--- src/rtl/mole_game_ctrl_pkg.sv ---
// Shared definitions for the whack-a-mole game core.
//  - state_e      : game FSM encoding (IDLE/SPAWN/UP/OVER), shared with the
//                   display and scoreboard stages
//  - MOLE_COUNT   : number of moles / LEDs / buttons
//  - LFSR_TAPS    : Galois tap mask for x^16 + x^14 + x^13 + x^11 + 1
//  - pick_mole()  : maps LFSR bits to a mole index that never repeats the last one
package mole_game_ctrl_pkg;

  typedef enum logic [1:0] {
    ST_IDLE  = 2'd0,
    ST_SPAWN = 2'd1,
    ST_UP    = 2'd2,
    ST_OVER  = 2'd3
  } state_e;

  localparam int          MOLE_COUNT         = 5;
  localparam int          IDX_W              = 3;
  localparam int          LFSR_W             = 16;
  localparam int          TIME_W             = 6;
  localparam int          UP_W               = 3;
  localparam logic [15:0] LFSR_TAPS          = 16'hB400;
  localparam logic [15:0] LFSR_SEED_DEFAULT  = 16'hACE1;

  // Fold the 3 random bits into 0..num-1 (one subtraction is enough because
  // 2*num > 8), then step past the previous index so a mole never relights in
  // the same hole twice in a row.
  function automatic logic [IDX_W-1:0] pick_mole(
    input logic [IDX_W-1:0] rnd,
    input logic [IDX_W-1:0] prev,
    input logic [IDX_W-1:0] num
  );
    logic [IDX_W-1:0] idx;
    idx = rnd;
    if (idx >= num) idx = idx - num;
    if (idx == prev) begin
      if (idx + IDX_W'(1) == num) idx = '0;
      else                        idx = idx + IDX_W'(1);
    end
    return idx;
  endfunction

endpackage

--- src/rtl/mole_lfsr.sv ---
// 16-bit Galois LFSR used as the mole randomiser.
// Ports:
//  clock  in   system clock
//  reset  in   asynchronous, active-low; loads SEED
//  q      out  current LFSR value (never zero for a nonzero SEED)
// The register advances on every clock edge while reset is deasserted.
module mole_lfsr
  import mole_game_ctrl_pkg::*;
#(
  parameter logic [LFSR_W-1:0] SEED = LFSR_SEED_DEFAULT
) (
  input  logic              clock,
  input  logic              reset,
  output logic [LFSR_W-1:0] q
);

  logic [LFSR_W-1:0] lfsr_q;
  logic [LFSR_W-1:0] lfsr_d;

  // Right-shifting Galois form: the bit shifted out feeds back into the taps.
  always_comb begin
    lfsr_d = {1'b0, lfsr_q[LFSR_W-1:1]} ^ (lfsr_q[0] ? LFSR_TAPS : '0);
  end

  always_ff @(posedge clock or negedge reset) begin
    if (!reset) lfsr_q <= SEED;
    else        lfsr_q <= lfsr_d;
  end

  assign q = lfsr_q;

endmodule

--- src/rtl/mole_game_ctrl.sv ---
// Whack-a-mole game core: FSM, round timer, mole escape counter and score.
// Ports:
//  clock        in   100 MHz system clock
//  reset        in   asynchronous, active-low
//  tick         in   1-cycle 1 Hz enable
//  start_pulse  in   1-cycle debounced start
//  hit_pulse    in   1-cycle debounced mole buttons, bit i = mole i
//  mole_led     out  one-hot lit mole, or 0
//  score        out  hits minus wrong presses, saturating at both ends
//  time_left    out  seconds remaining in the round
//  game_active  out  high while a round is running (SPAWN/UP)
//  game_over    out  high after the round has ended (OVER)
module mole_game_ctrl
  import mole_game_ctrl_pkg::*;
#(
  parameter int          NUM_MOLES     = MOLE_COUNT,
  parameter int          GAME_SECONDS  = 30,
  parameter int          MOLE_UP_TICKS = 2,
  parameter logic [15:0] LFSR_SEED     = LFSR_SEED_DEFAULT,
  parameter int          SCORE_W       = 8
) (
  input  logic                 clock,
  input  logic                 reset,
  input  logic                 tick,
  input  logic                 start_pulse,
  input  logic [NUM_MOLES-1:0] hit_pulse,
  output logic [NUM_MOLES-1:0] mole_led,
  output logic [SCORE_W-1:0]   score,
  output logic [TIME_W-1:0]    time_left,
  output logic                 game_active,
  output logic                 game_over
);

  state_e                 state_q, state_d;
  logic [NUM_MOLES-1:0]   mole_q,  mole_d;
  logic [SCORE_W-1:0]     score_q, score_d;
  logic [TIME_W-1:0]      time_q,  time_d;
  logic [IDX_W-1:0]       prev_q,  prev_d;
  logic [UP_W-1:0]        up_q,    up_d;

  logic [LFSR_W-1:0]      lfsr_value;
  logic [IDX_W-1:0]       spawn_idx;
  logic [UP_W-1:0]        up_inc;
  logic                   running;
  logic [LFSR_W-IDX_W-1:0] unused_lfsr_bits;

  mole_lfsr #(
    .SEED (LFSR_SEED)
  ) u_lfsr (
    .clock (clock),
    .reset (reset),
    .q     (lfsr_value)
  );

  // Only the low bits choose the mole; the rest just keep the sequence long.
  assign unused_lfsr_bits = lfsr_value[LFSR_W-1:IDX_W];
  assign spawn_idx = pick_mole(lfsr_value[IDX_W-1:0], prev_q, IDX_W'(NUM_MOLES));
  assign up_inc    = up_q + UP_W'(1);
  assign running   = (state_q == ST_SPAWN) || (state_q == ST_UP);

  always_comb begin
    state_d = state_q;
    mole_d  = mole_q;
    score_d = score_q;
    time_d  = time_q;
    prev_d  = prev_q;
    up_d    = up_q;

    case (state_q)
      ST_IDLE, ST_OVER: begin
        mole_d = '0;
        if (start_pulse) begin
          state_d = ST_SPAWN;
          time_d  = TIME_W'(GAME_SECONDS);
          score_d = '0;
        end
      end

      ST_SPAWN: begin
        mole_d  = NUM_MOLES'(1) << spawn_idx;
        prev_d  = spawn_idx;
        up_d    = '0;
        state_d = ST_UP;
      end

      ST_UP: begin
        if (hit_pulse == mole_q) begin
          if (score_q != {SCORE_W{1'b1}}) score_d = score_q + SCORE_W'(1);
          mole_d  = '0;
          state_d = ST_SPAWN;
        end else begin
          // A wrong press is penalised but does not stop the escape clock.
          if (hit_pulse != '0 && score_q != '0) score_d = score_q - SCORE_W'(1);
          if (tick) begin
            up_d = up_inc;
            if (up_inc == UP_W'(MOLE_UP_TICKS)) begin
              mole_d  = '0;
              state_d = ST_SPAWN;
            end
          end
        end
      end

      default: state_d = ST_IDLE;
    endcase

    // Round timer runs last so expiry overrides any spawn/escape decision
    // while keeping the score update made above.
    if (running && tick) begin
      time_d = time_q - TIME_W'(1);
      if (time_q == TIME_W'(1)) begin
        state_d = ST_OVER;
        mole_d  = '0;
        prev_d  = prev_q;
      end
    end
  end

  always_ff @(posedge clock or negedge reset) begin
    if (!reset) begin
      state_q <= ST_IDLE;
      mole_q  <= '0;
      score_q <= '0;
      time_q  <= '0;
      prev_q  <= '0;
      up_q    <= '0;
    end else begin
      state_q <= state_d;
      mole_q  <= mole_d;
      score_q <= score_d;
      time_q  <= time_d;
      prev_q  <= prev_d;
      up_q    <= up_d;
    end
  end

  assign mole_led    = mole_q;
  assign score       = score_q;
  assign time_left   = time_q;
  assign game_active = running;
  assign game_over   = (state_q == ST_OVER);

endmodule

--- config.mk ---
export PLATFORM = sky130hd
export DESIGN_NAME = mole_game_ctrl
export DESIGN_NICKNAME = d
export VERILOG_FILES = /design/src/rtl/mole_game_ctrl_pkg.sv /design/src/rtl/mole_lfsr.sv /design/src/rtl/mole_game_ctrl.sv
export SDC_FILE = /design/constraint.sdc
export NUM_CORES = 1
export LEC_CHECK = 0
export BUFFER_PORTS_ARGS = -buffer_cell sky130_fd_sc_hd__buf_2
export CORE_MARGIN = 2
export CORE_UTILIZATION = 45
export CTS_CLUSTER_DIAMETER = 50
export CTS_CLUSTER_SIZE = 20
export DETAILED_ROUTE_END_ITERATION = 10
export PLACE_DENSITY = 0.61
export SLEW_MARGIN = 20
export SYNTH_ARGS = -nofsm -noshare
export SYNTH_HDL_FRONTEND = slang
export SYNTH_SLANG_ARGS = --single-unit
--- constraint.sdc ---
create_clock -name clock -period 7.6 [get_ports clock]
set_input_delay 0.76 -clock clock [delete_from_list [all_inputs] [get_ports clock]]
set_output_delay 0.76 -clock clock [all_outputs]
set_load 0.01 [all_outputs]
==> metrics.md <==
| Metric | Value |
|---|---|
| Overall global routing resource usage | 18.11% |
| Critical-path cell list | buf_2 -> xor2_1 -> nor3_1 -> nand2_1 -> ha_1 -> nor2b_1 -> o21ai_0 -> a21boi_0 -> o21a_1 -> o21a_1 -> o41ai_1 |
| Largest net degree at the start of global routing | 44 |
| Number of enable flip-flop cells after synthesis | 0 |
| Global route total overflow | 0 |
| Number of buffers added on ports | 29 |
| Wire length of the first global-routing pass | 9094 um |
| Critical Path Sink Type | register |
| Number of hold violations in the final report | 0 |
| Average footprint of a synthesized cell | 9.690 um2 |
| Number of antenna repair diodes | 0 |
| Leakage power | 0.001316 uW |
| Die height | 79.68 um |
| Hold-fix buffers, CTS | 0 |
| Post-CTS setup repair buffer count | 0 |
| Fraction of layout cells with a size suffix above 1 | 17.69% |
| Clock Pin Slew Worst Setup and Hold Paths | 0.08 ns |
| Net count after synthesis | 292 |
| Area of the mapped netlist | 2577 um2 |
| Wire per inst | 13.80 um |
| RSZ-0062 raised after global routing | no |
| Via count of the first global-routing pass | 1,913 |
| Yosys reg bits | 43 |
| TritonCTS clock tree | built |
| Outcome | finished clean |
| Area of the core | 5507 um2 |
| Leading cell types in the layout, fill and taps excluded | 35 x dfrtp_1, 30 x nand2_1, 29 x buf_2 |
| Most used flip-flop cell after synthesis | dfrtp_1 |
| Fraction of the core area covered by cells at the end of the flow | 52.35% |
| Fraction of synthesis flops using an asynchronous set or reset pin | 100.0% |
| Initial core utilization | 46.81% |
| Remaining design rule violation count | 0 |
| Type of the worst min-delay path | reg2reg |
| Sinks on Clock Net | 43 |
| Post-DP HPWL | 3691 um |
| Leading cell type in the layout, fill and taps excluded | dfrtp_1 |
| Arrival time of the worst setup path | 3.21 ns |
| Max Clock Freq | 330.9 MHz |
| Period Utilization, post-route | 39.76% |
| Slowest cell delay on critical path | 0.45 ns |
| Cell class contributing the biggest share of worst-path delay | compound AO/OA/AOI/OAI gates |
| Type of the setup path with the least slack | in2reg |
| I/O pin count | 30 |
| Pre-Repair DR Iteration Count | 4 |
| Vias | 2,014 |
| CP max stage cell | ha_1 |
| CTS-repair resized insts | 0 |
| Number of violations of the max-capacitance limit | 0 |
| Number of buffers on the longest clock path | 2 |
| Critical path required time | 7.79 ns |
| Area added between synthesis and finish | 11.84% |
| Total Routed Length | 5049 um |
| CTS buffer count | 5 |
| Worst-Margin Slew | 0.9098 ns |
| CP Max Fanout | 15 |
| Number of buffers and inverters on the critical path | 1 |
| Total negative setup slack | 0 ns |
| Final critical path time including I/O delays and setup | 3.022 ns |
| Count of mapped cells out of synthesis | 266 |
| Worst IR Drop VDD | 0.1499 mV |
| Global placer's final weighted congestion | 0.7920 |
| Number of design-rule violations left by the first detailed-router iteration | 137 |
| Insertion delay to the later sink of the worst-skew pair | 0.30 ns |
| Total setup violations reported at the end of the flow | 0 |
| Number of antenna violations at the first check in global routing | 0 |
| Number of synthesis warnings | 0 |
| Clk Tree Root Cell | clkbuf_8 |
| Max Slew Vio Count | 0 |
| Power density relative to cell area | 313.4 nW/um2 |
| Number of different library cells in the post-synthesis netlist | 58 |
| Most used cell along the critical path | o21a_1 |
| Cell area after layout | 2883 um2 |
| Total placed instance area | 2768 um2 |
| Nets@finish | 319 |
| Critical path startpoint category | primary input |
| Via density per instance | 5.503 |
| Number of inserted filler cells in the final layout | 529 |
| Share of synthesized area occupied by flip-flops and latches | 42.14% |
| Worst relative slew slack | 39.34% |
| Setup Skew | 0.004812 ns |
| Die area | 6349 um2 |
| ANT nets after route | 0 |
| # H-tree levels | 2 |
| Site Rows | 27 |
| Horiz. Die Dim | 79.68 um |
per-stage QoR:
| step | std cells | worst slack (ns) | hold WS [ns] | power [uW] |
|---|---|---|---|---|
| after floorplan | 266 | 4.688 | 0.3312 | 619.1 |
| after global placement | 358 | 4.332 | 0.3360 | 725.2 |
| after detailed placement | 358 | 4.283 | 0.3386 | 727.0 |
| after CTS | 366 | 4.601 | 0.3628 | 914.4 |
| after global routing | 366 | 4.350 | 0.3646 | 984.8 |
| final | 366 | 4.578 | 0.3570 | 903.5 |
synth_stat cells, types with 2 or more instances:
cell      count  share of area (%)
nor2b_1       4               0.97
o31ai_1       3               0.87
o41ai_1       4                1.4
a31oi_1       2               0.49
a41oi_1       2               0.68
a22oi_1       2               0.58
mux2i_1       4                1.6
a21oi_1       8                1.6
nand3_1       7                1.4
ha_1         16                7.8
o21bai_1      2               0.58
o21ai_1       2               0.39
dfrtp_1      35                 34
o21ai_0      14                2.7
dfstp_2       8                8.2
nor3_1        8                1.6
nand2b_1      3               0.73
clkbuf_1      5               0.73
and4b_1       2               0.78
nor4bb_1      2               0.78
nor4_1        3               0.73
nor2_1       18                2.6
and3_1        2               0.49
o41ai_2       2                1.3
nand4_1       3               0.73
a32o_1        4                1.6
inv_1        17                2.5
a211oi_1      4                1.2
buf_2         3               0.58
xnor2_1       7                2.4
xor2_1       12                4.1
o21a_1        3               0.87
nand2_1      30                4.4
logic make-up after synthesis:
| family | after synthesis | share of synthesized area, % |
|---|---|---|
| adder cells (fa/ha/maj) | 17 | 8.544 |
| buffers and inverters | 27 | 4.369 |
| XOR/XNOR | 19 | 6.456 |
| AND/OR/NAND/NOR | 88 | 16.89 |
| multiplexers | 4 | 1.553 |
| flip-flops | 43 | 42.14 |
| AO/OA/AOI/OAI | 68 | 20.05 |
area by class of cell:
cell class	count	area, um2	area share (%)
clock buffer	5	68.82	2.387
tap	72	90.09	3.125
clock inverter	3	46.29	1.606
timing repair buffer	29	145.1	5.035
sequential	43	1086	37.67
inverter	18	67.56	2.344
multi-input combinational	196	1379	47.83
routing by layer:
layer	wire, um	global-route usage, %	vias up	share of wire [%]
li1	-	-	1012	-
met1	2445	25.27	969	48
met2	2355	27.98	25	47
met3	173	4.072	8	3.4
met4	74	5.690	0	1.5
met5	0	0	-	0
worst paths after layout:
kind	cells past startpoint	startpoint	to	slack (ns)
max	11	hit_pulse[0]	score[6]	4.58
min	0	u_lfsr.q[8]	u_lfsr.q[7]	0.36
max reg2reg	9	u_lfsr.q[0]	mole_led[4]	4.68
min reg2reg	0	u_lfsr.q[8]	u_lfsr.q[7]	0.36
max in group asynchronous	1	reset	prev_q[1]	6.44
min in group asynchronous	1	reset	up_q[0]	0.58
worst register-to-register path: stages (launching register included):
cell	delay, ns
dfstp_2	0.72
inv_1	0.11
ha_1	0.38
a211oi_4	0.37
inv_1	0.08
ha_1	0.31
o21ai_0	0.18
o221a_2	0.21
nand2_1	0.12
o41ai_2	0.35
report_power, final:
group	internal [uW]	total (uW)	switching [uW]	leakage, uW
logic	163	407	244	0.000718
clock network	99.0	182	82.8	0.0000548
registers	264	314	50.0	0.000543
sequential cells by signal (all words and copies together) (netlist names):
register / count
u_lfsr.q: 16
score: 8
time_left: 6
mole_led: 5
prev_q: 3
up_q: 3
state_q: 2
Note: power is estimated with default switching activity, not from simulation.
